### src/rtl/rvv_insn_feeder.sv
// rvv_insn_feeder: host-to-vector-core instruction buffer with drain/sync FSM.
// Host instructions enter a small FIFO over a valid/ready handshake.
// The FIFO presents them first-word-fall-through to the vector core.
// A sync request blocks new intake. It completes once the FIFO is empty and
// the core has reported idle for two consecutive cycles.
// Optional feature macro: RVV_FEEDER_OPCODE_FILTER_EN. When it is defined,
// instructions with an opcode other than OP-V, vector load or vector store
// are accepted from the host but are not written to the FIFO.
module rvv_insn_feeder #(
  parameter int unsigned INSN_WIDTH = 32,
  parameter int unsigned FIFO_DEPTH = 4,
  parameter int unsigned CNT_WIDTH  = $clog2(FIFO_DEPTH) + 1
) (
  input  logic                  clk,
  input  logic                  rst,
  input  logic                  host_valid,
  input  logic [INSN_WIDTH-1:0] host_insn,
  output logic                  host_ready,
  output logic [INSN_WIDTH-1:0] insn_out,
  output logic                  insn_valid,
  input  logic                  insn_ready,
  input  logic                  rvv_idle,
  input  logic                  sync_req,
  output logic                  sync_busy,
  output logic                  sync_done,
  output logic [CNT_WIDTH-1:0]  fifo_count,
  output logic                  illegal_out
);

  localparam int unsigned PTR_W = $clog2(FIFO_DEPTH);

  typedef enum logic [1:0] {
    IDLE  = 2'd0,
    DRAIN = 2'd1,
    DONE  = 2'd2
  } state_t;

  state_t                  state, state_next;
  logic [INSN_WIDTH-1:0]   mem [FIFO_DEPTH];
  logic [PTR_W-1:0]        wr_ptr, rd_ptr;
  logic [CNT_WIDTH-1:0]    count;
  logic [1:0]              idle_cnt;
  logic                    full, empty, push, pop, legal, wr_en, idle_qual;

  assign full  = (count == CNT_WIDTH'(FIFO_DEPTH));
  assign empty = (count == '0);

  // The state is IDLE while reset is held, so host_ready is also gated by rst
  // to keep it low during reset.
  assign host_ready = rst && !full && (state == IDLE);
  assign push       = host_valid && host_ready;
  assign insn_valid = !empty;
  assign pop        = insn_valid && insn_ready;
  assign wr_en      = push && legal;
  assign insn_out   = empty ? '0 : mem[rd_ptr];
  assign fifo_count = count;
  assign sync_busy  = (state == DRAIN);
  assign sync_done  = (state == DONE);
  assign idle_qual  = (state == DRAIN) && empty && rvv_idle;

`ifdef RVV_FEEDER_OPCODE_FILTER_EN
  logic illegal_q;

  assign legal = (host_insn[6:0] == 7'b1010111) ||
                 (host_insn[6:0] == 7'b0000111) ||
                 (host_insn[6:0] == 7'b0100111);

  // Report a dropped instruction one cycle after its handshake.
  always_ff @(posedge clk or negedge rst) begin
    if (!rst) illegal_q <= 1'b0;
    else      illegal_q <= push && !legal;
  end

  assign illegal_out = illegal_q;
`else
  assign legal       = 1'b1;
  assign illegal_out = 1'b0;
`endif

  // Write the FIFO storage. It has no reset because count gates visibility.
  always_ff @(posedge clk) begin
    if (wr_en) mem[wr_ptr] <= host_insn;
  end

  // Update the FIFO pointers and occupancy. The pointers wrap naturally
  // because the depth is a power of two.
  always_ff @(posedge clk or negedge rst) begin
    if (!rst) begin
      wr_ptr <= '0;
      rd_ptr <= '0;
      count  <= '0;
    end else begin
      if (wr_en) wr_ptr <= wr_ptr + PTR_W'(1);
      if (pop)   rd_ptr <= rd_ptr + PTR_W'(1);
      case ({wr_en, pop})
        2'b10:   count <= count + CNT_WIDTH'(1);
        2'b01:   count <= count - CNT_WIDTH'(1);
        default: count <= count;
      endcase
    end
  end

  // Register the state and count consecutive empty-and-idle cycles while
  // draining.
  always_ff @(posedge clk or negedge rst) begin
    if (!rst) begin
      state    <= IDLE;
      idle_cnt <= '0;
    end else begin
      state    <= state_next;
      idle_cnt <= idle_qual ? idle_cnt + 2'd1 : '0;
    end
  end

  // Compute the next drain state. DONE is entered on the edge where the
  // qualifier count reaches 2.
  always_comb begin
    state_next = state;
    case (state)
      IDLE:    if (sync_req) state_next = DRAIN;
      DRAIN:   if (idle_qual && idle_cnt == 2'd1) state_next = DONE;
      DONE:    state_next = IDLE;
      default: state_next = IDLE;
    endcase
  end

endmodule

### config.mk
export PLATFORM = sky130hd
export DESIGN_NAME = rvv_insn_feeder
export DESIGN_NICKNAME = d
export VERILOG_FILES = /design/src/rtl/rvv_insn_feeder.sv
export SDC_FILE = /design/constraint.sdc
export NUM_CORES = 1
export LEC_CHECK = 0
export CAP_MARGIN = 25
export CELL_PAD_IN_SITES_DETAIL_PLACEMENT = 1
export CELL_PAD_IN_SITES_GLOBAL_PLACEMENT = 1
export CORE_ASPECT_RATIO = 1.1
export CORE_MARGIN = 1.5
export CORE_UTILIZATION = 35
export CTS_CLUSTER_DIAMETER = 40
export DETAILED_ROUTE_END_ITERATION = 10
export HOLD_SLACK_MARGIN = 0.02
export PLACE_DENSITY = 0.74
export SETUP_SLACK_MARGIN = 0.2
export SYNTH_ARGS = -nofsm -noshare
export SYNTH_HDL_FRONTEND = slang
export SYNTH_SLANG_ARGS = --single-unit
### constraint.sdc
create_clock -name clk -period 2.3 [get_ports clk]
set_input_delay 0.23 -clock clk [delete_from_list [all_inputs] [get_ports clk]]
set_output_delay 0.23 -clock clk [all_outputs]
set_load 0.01 [all_outputs]
# --- Yosys cells after proc, flatten, opt, wreduce, memory -nomap -nowiden ---
# Memory sizes are Yosys's and may differ from the RTL's.
# Cells that the tools add are included.
totals:
  ff_bits: 11
  ramBits: 128
  elab_cells: 40
  n_memories: 1
classes:
  addsub: 5
  eq_ne: 8
  muxes: 8
  reduce_logical: 13
memory_table:
  columns: ["memory", "depth", "word_bits", "read_ports", "rd_ports_with_merged_regs", "write_ports", "line", "text"]
  rows:
  - ["mem", 4, 32, 1, 0, 1, "39", "logic [INSN_WIDTH-1:0] mem [FIFO_DEPTH];"]
ops:
  columns: ["operator", "n"]
  rows:
  - ["2-to-1 mux 32 bit", 1]
  - ["logical AND 1 bit", 7]
  - ["adder 2 x 1 -> 2 bit, second input constant", 3]
  - ["equality test 2 x 1 -> 1 bit, second input constant", 3]
  - ["2-to-1 mux 2 bit", 3]
  - ["case mux 3 bit (2 select lines)", 1]
  - ["equality test 2 bit, second input constant", 2]
  - ["case mux 2 bit (2 select lines)", 1]
  - ["adder 3 x 1 -> 3 bit, second input constant", 1]
  - ["equality test 3 bit, second input constant", 1]
  - ["logical NOT 3 bit", 1]
  - ["subtractor 3 x 1 -> 3 bit, second input constant", 1]
  - ["logical NOT 1 bit", 2]
  - ["logical NOT 2 bit", 1]
  - ["2-to-1 mux 1 bit", 2]
  - ["inequality test 2 x 1 -> 1 bit, second input constant", 1]
  - ["inequality test 2 bit, second input constant", 1]
  - ["AND reduction 2 bit", 1]
  - ["nonzero test 2 bit", 1]

# --- Depth between registers and ports, before layout ---
logic_depth:
  ltp_word: 7
  mapped_depth: 10

# --- Least setup slack after synthesis ---
# OpenSTA, ideal clock, no wires.
synth_path:
  kind: "flip-flop to flip-flop"
  startpoint: "reg count[2] (netlist: fifo_count[2])"
  endpoint: "mem mem[0][0] (enable)"
  setup_ns: 0.392
  t_arrival_ns: 1.800
  required_time_ns: 1.908
  setup_slack_ns: 0.108
  stages_incl_launch_ff: 5
  path_buffers: 1
  cell_sequence: "dfrtp_1 -> nor3b_2 -> and4b_1 -> buf_2 -> and2_1"
synth_via:
  elab_chain_len: 7
synth_lines:
  columns: ["element", "line", "text"]
  rows:
  - ["start: declaration", "41", "logic [CNT_WIDTH-1:0] count;"]
  - ["start signal: assignment", "96", "2'b10: count <= count + CNT_WIDTH'(1);"]
  - ["start signal: assignment", "97", "2'b01: count <= count - CNT_WIDTH'(1);"]
  - ["start signal: assignment", "98", "default: count <= count;"]
  - ["equality test 3 bit", "45", "assign full = (count == CNT_WIDTH'(FIFO_DEPTH));"]
  - ["logical NOT 1 bit", "50", "assign host_ready = rst && !full && (state == IDLE);"]
  - ["logical AND 1 bit (2 in a row)", "50", null]
  - ["logical AND 1 bit", "51", "assign push = host_valid && host_ready;"]
  - ["2-to-1 mux 1 bit", "82", "if (wr_en) mem[wr_ptr] <= host_insn;"]
  - ["2-to-1 mux 1 bit (implied by the code)", "82", null]
  - ["end: declaration", "39", null]
# No other way between the ends.

# --- Final worst setup path ---
layout_path:
  startpoint: "reg rd_ptr[0]"
  endpoint: "out insn_out[1]"
layout_via:
  elab_chain_len: 2
layout_lines:
  columns: ["element", "line", "text"]
  rows:
  - ["start: declaration", "40", "logic [PTR_W-1:0] wr_ptr, rd_ptr;"]
  - ["start signal: assignment", "94", "if (pop) rd_ptr <= rd_ptr + PTR_W'(1);"]
  - ["memory (4 x 32 bit)", null, null]
  - ["2-to-1 mux 32 bit", "55", "assign insn_out = empty ? '0 : mem[rd_ptr];"]
  - ["end: declaration", "19", "output logic [INSN_WIDTH-1:0] insn_out,"]
# No other way between the ends.

==> flow_summary.ini <==
[clocking]
clk_path_buf_depth = 2
htree_levels = 4
root_buffer = clkbuf_16
cts.sinks = 139
insertion_delay_ps = 410
cts_tree = done
ctsHoldBuffers = 0
clk_pin_slew_ps = 60
tritoncts.num_buffers = 17

[place]
placed_cells = 539
dpl.hpwl_um = 7121
numPortBuffers = 76
gp_congestion = 0.7134

[synth]
synth_top_cells_by_area = edfxtp_1 (70%), mux4_2 (11%), dfrtp_1 (5.0%), and2_1 (4.2%), mux4_1 (1.9%)
synth_cell_types = 28
yosysTopAreaCell = edfxtp_1
syn_inst = 261
avgSynthCellArea_um2 = 21.11
syn_area_um2 = 5509
synthMuxAreaShare = 0.1381
synth_top_family_by_area = multiplexers
synth_fa_ha_area_frac = 0.01726
synth.top_cell.area_share = 0.6977
yosys_register_bits = 139
synth-xor-area-share = 0.009539
syn_nets = 306
synth_compound_area_frac = 0.002953
ys.warnings.count = 0
ys_seq_area_frac = 0.7477
synthSimpleGateAreaFrac = 0.05769

[layout]
nets = 422
final_common_cell = edfxtp_1
area_growth_pct = 34.29
drive_above_1_share = 0.4077
final_cell_mix = edfxtp_1 (128), clkdlybuf4s50_1 (44), mux4_2 (31)
fin_cells = 586
antenna_cells = 0

[critical_path]
path_common_cell = buf_12
cp_num_buf_inv = 4
end_kind = output pin
cp_cell_sequence = buf_12 -> buf_12 -> buf_12 -> mux4_2 -> and2_1 -> buf_2
cp.arrival_ps = 1960
critPathMaxFanout = 6
r2r_end = fifo_count[2]
critPathKind = reg2out
max_stage_delay_ps = 500
cp_data_required_time_ps = 2070
cp_top_family = buffers and inverters
rr_startpoint = fifo_count[0]
cp-start-kind = flip-flop
r2r_slack_ps = 260
reg2reg_depth = 9
crit_slowest_cell = mux4_2

[global_routing]
antenna_found_initial = 1
grt_max_degree = 24
grt_pass1_wl_um = 17280
gr-total-overflow = 0
grt_pass1_vias = 3019
grt_use_total = 0.1474

[route]
wirelength_um = 11230
vias = 2803
ant_nets = 0
wl_per_cell_um = 19.17
via_per_inst = 4.783
dr.pass1.iters = 4
drt_iter0_markers = 152
route.detailed.drc = 0

[timing]
rsz0062_at_grt = yes
period_share = 0.9502
finalMaxSlewViolations = 0
holdWs_ps = 150.9
finalClockSkew_ps = 5.728
hold_violations = 0
setup_tns_ps = 0
setup_viol = 0
min_period_ps = 2185
fmax_ghz = 0.4576

[power]
power_mw = 8.669
cellPowerDensity_nw_per_um2 = 1172
leakage_nw = 2.606
peakVddDrop_v = 0.0005539

[floorplanning]
core_area_um2 = 15230
start_util = 0.3617
die_area_um2 = 16500
fp.dieH_um = 134.6
die_w_um = 122.6
pin_count = 78
num_rows = 47

[job]
cap_violations = 0

[hold_path]
hold_class = in2async

[outcome]
outcome = finished, final reports clean
==> routing by layer <==
metal | track usage | vias up | part of all wire
met4 | 0.05039 | 2 | 0.0085
li1 | - | 1256 | -
met1 | 0.1766 | 1463 | 0.41
met2 | 0.2449 | 71 | 0.53
met3 | 0.05490 | 11 | 0.046
met5 | 0 | - | 0.0011
==> final cells by class <==
cell class                 instances  area, um2
tap                              196      245.2
timing repair buffer             110       1165
fill                            1412       7833
clock inverter                     7      41.29
sequential                       139       4125
multi-input combinational        101       1306
clock buffer                      25      485.5
inverter                           8      30.03
==> cells by family (layout without fill, tap and decap cells) <==
| logic type | Yosys count | count (layout) |
|---|---|---|
| buf+inv | 21 | 150 |
| flops | 139 | 139 |
| mux | 34 | 34 |
| compound gates | 2 | 2 |
| fa+ha+maj | 7 | 7 |
| simple gates | 51 | 51 |
| xor+xnor | 6 | 6 |
| other cells | 1 | 1 |
==> stage by stage <==
stage	util	area (um2)	setup WS, ps
floorplan	-	5514	236.0
global placement	0.4359	6639	124.0
detailed placement	0.4359	6639	107.9
CTS	0.4777	7276	81.19
global route	0.4857	7398	23.75
finish	0.4857	7398	114.7
==> state kept, by name, summed over array words and instances (netlist names) <==
register / flops
rd_ptr: 2
mem: 128
idle_cnt: 2
state: 2
fifo_count: 3
wr_ptr: 2
==> synthesized netlist by cell type (all sizes together) <==
cell type / number
dfrtp: 11
nor2: 5
clkbuf: 4
and2: 37
nand3: 2
and4: 1
fa: 1
buf: 9
mux2i: 1
nor3: 1
and4b: 1
o21bai: 1
mux2: 1
xor2: 3
edfxtp: 128
nor2b: 2
xnor2: 3
mux4: 32
nand2: 1
conb: 1
ha: 6
nor3b: 1
a41oi: 1
inv: 8
==> where the power goes <==
group	leakage (nW)	switching, mW	total, mW	internal (mW)
combinational	1.08	1.25	3.32	2.07
clock	0.251	0.952	2.40	1.45
sequential	1.28	0.0984	2.95	2.85
==> repair_timing <==
action	in CTS	in global routing
resized for setup	165	25
setup buffers	10	4
pin swaps	18	3
endpoints found under the setup margin	35	33
cloned	1	0
==> how the worst max path moves through the flow <==
stage	startpoint	endpoint	slack, ps	cells after the start
2_1_floorplan	fifo_count[0]	fifo_count[2]	240	10
3_3_place_gp	rd_ptr[0]	insn_out[1]	120	4
3_5_place_dp	rd_ptr[0]	insn_out[19]	110	4
4_1_cts	rd_ptr[0]	insn_out[25]	80	6
5_1_grt	rd_ptr[0]	insn_out[20]	20	6
6_report	rd_ptr[0]	insn_out[1]	110	6
No activity file was read; power rests on OpenSTA's default activity.
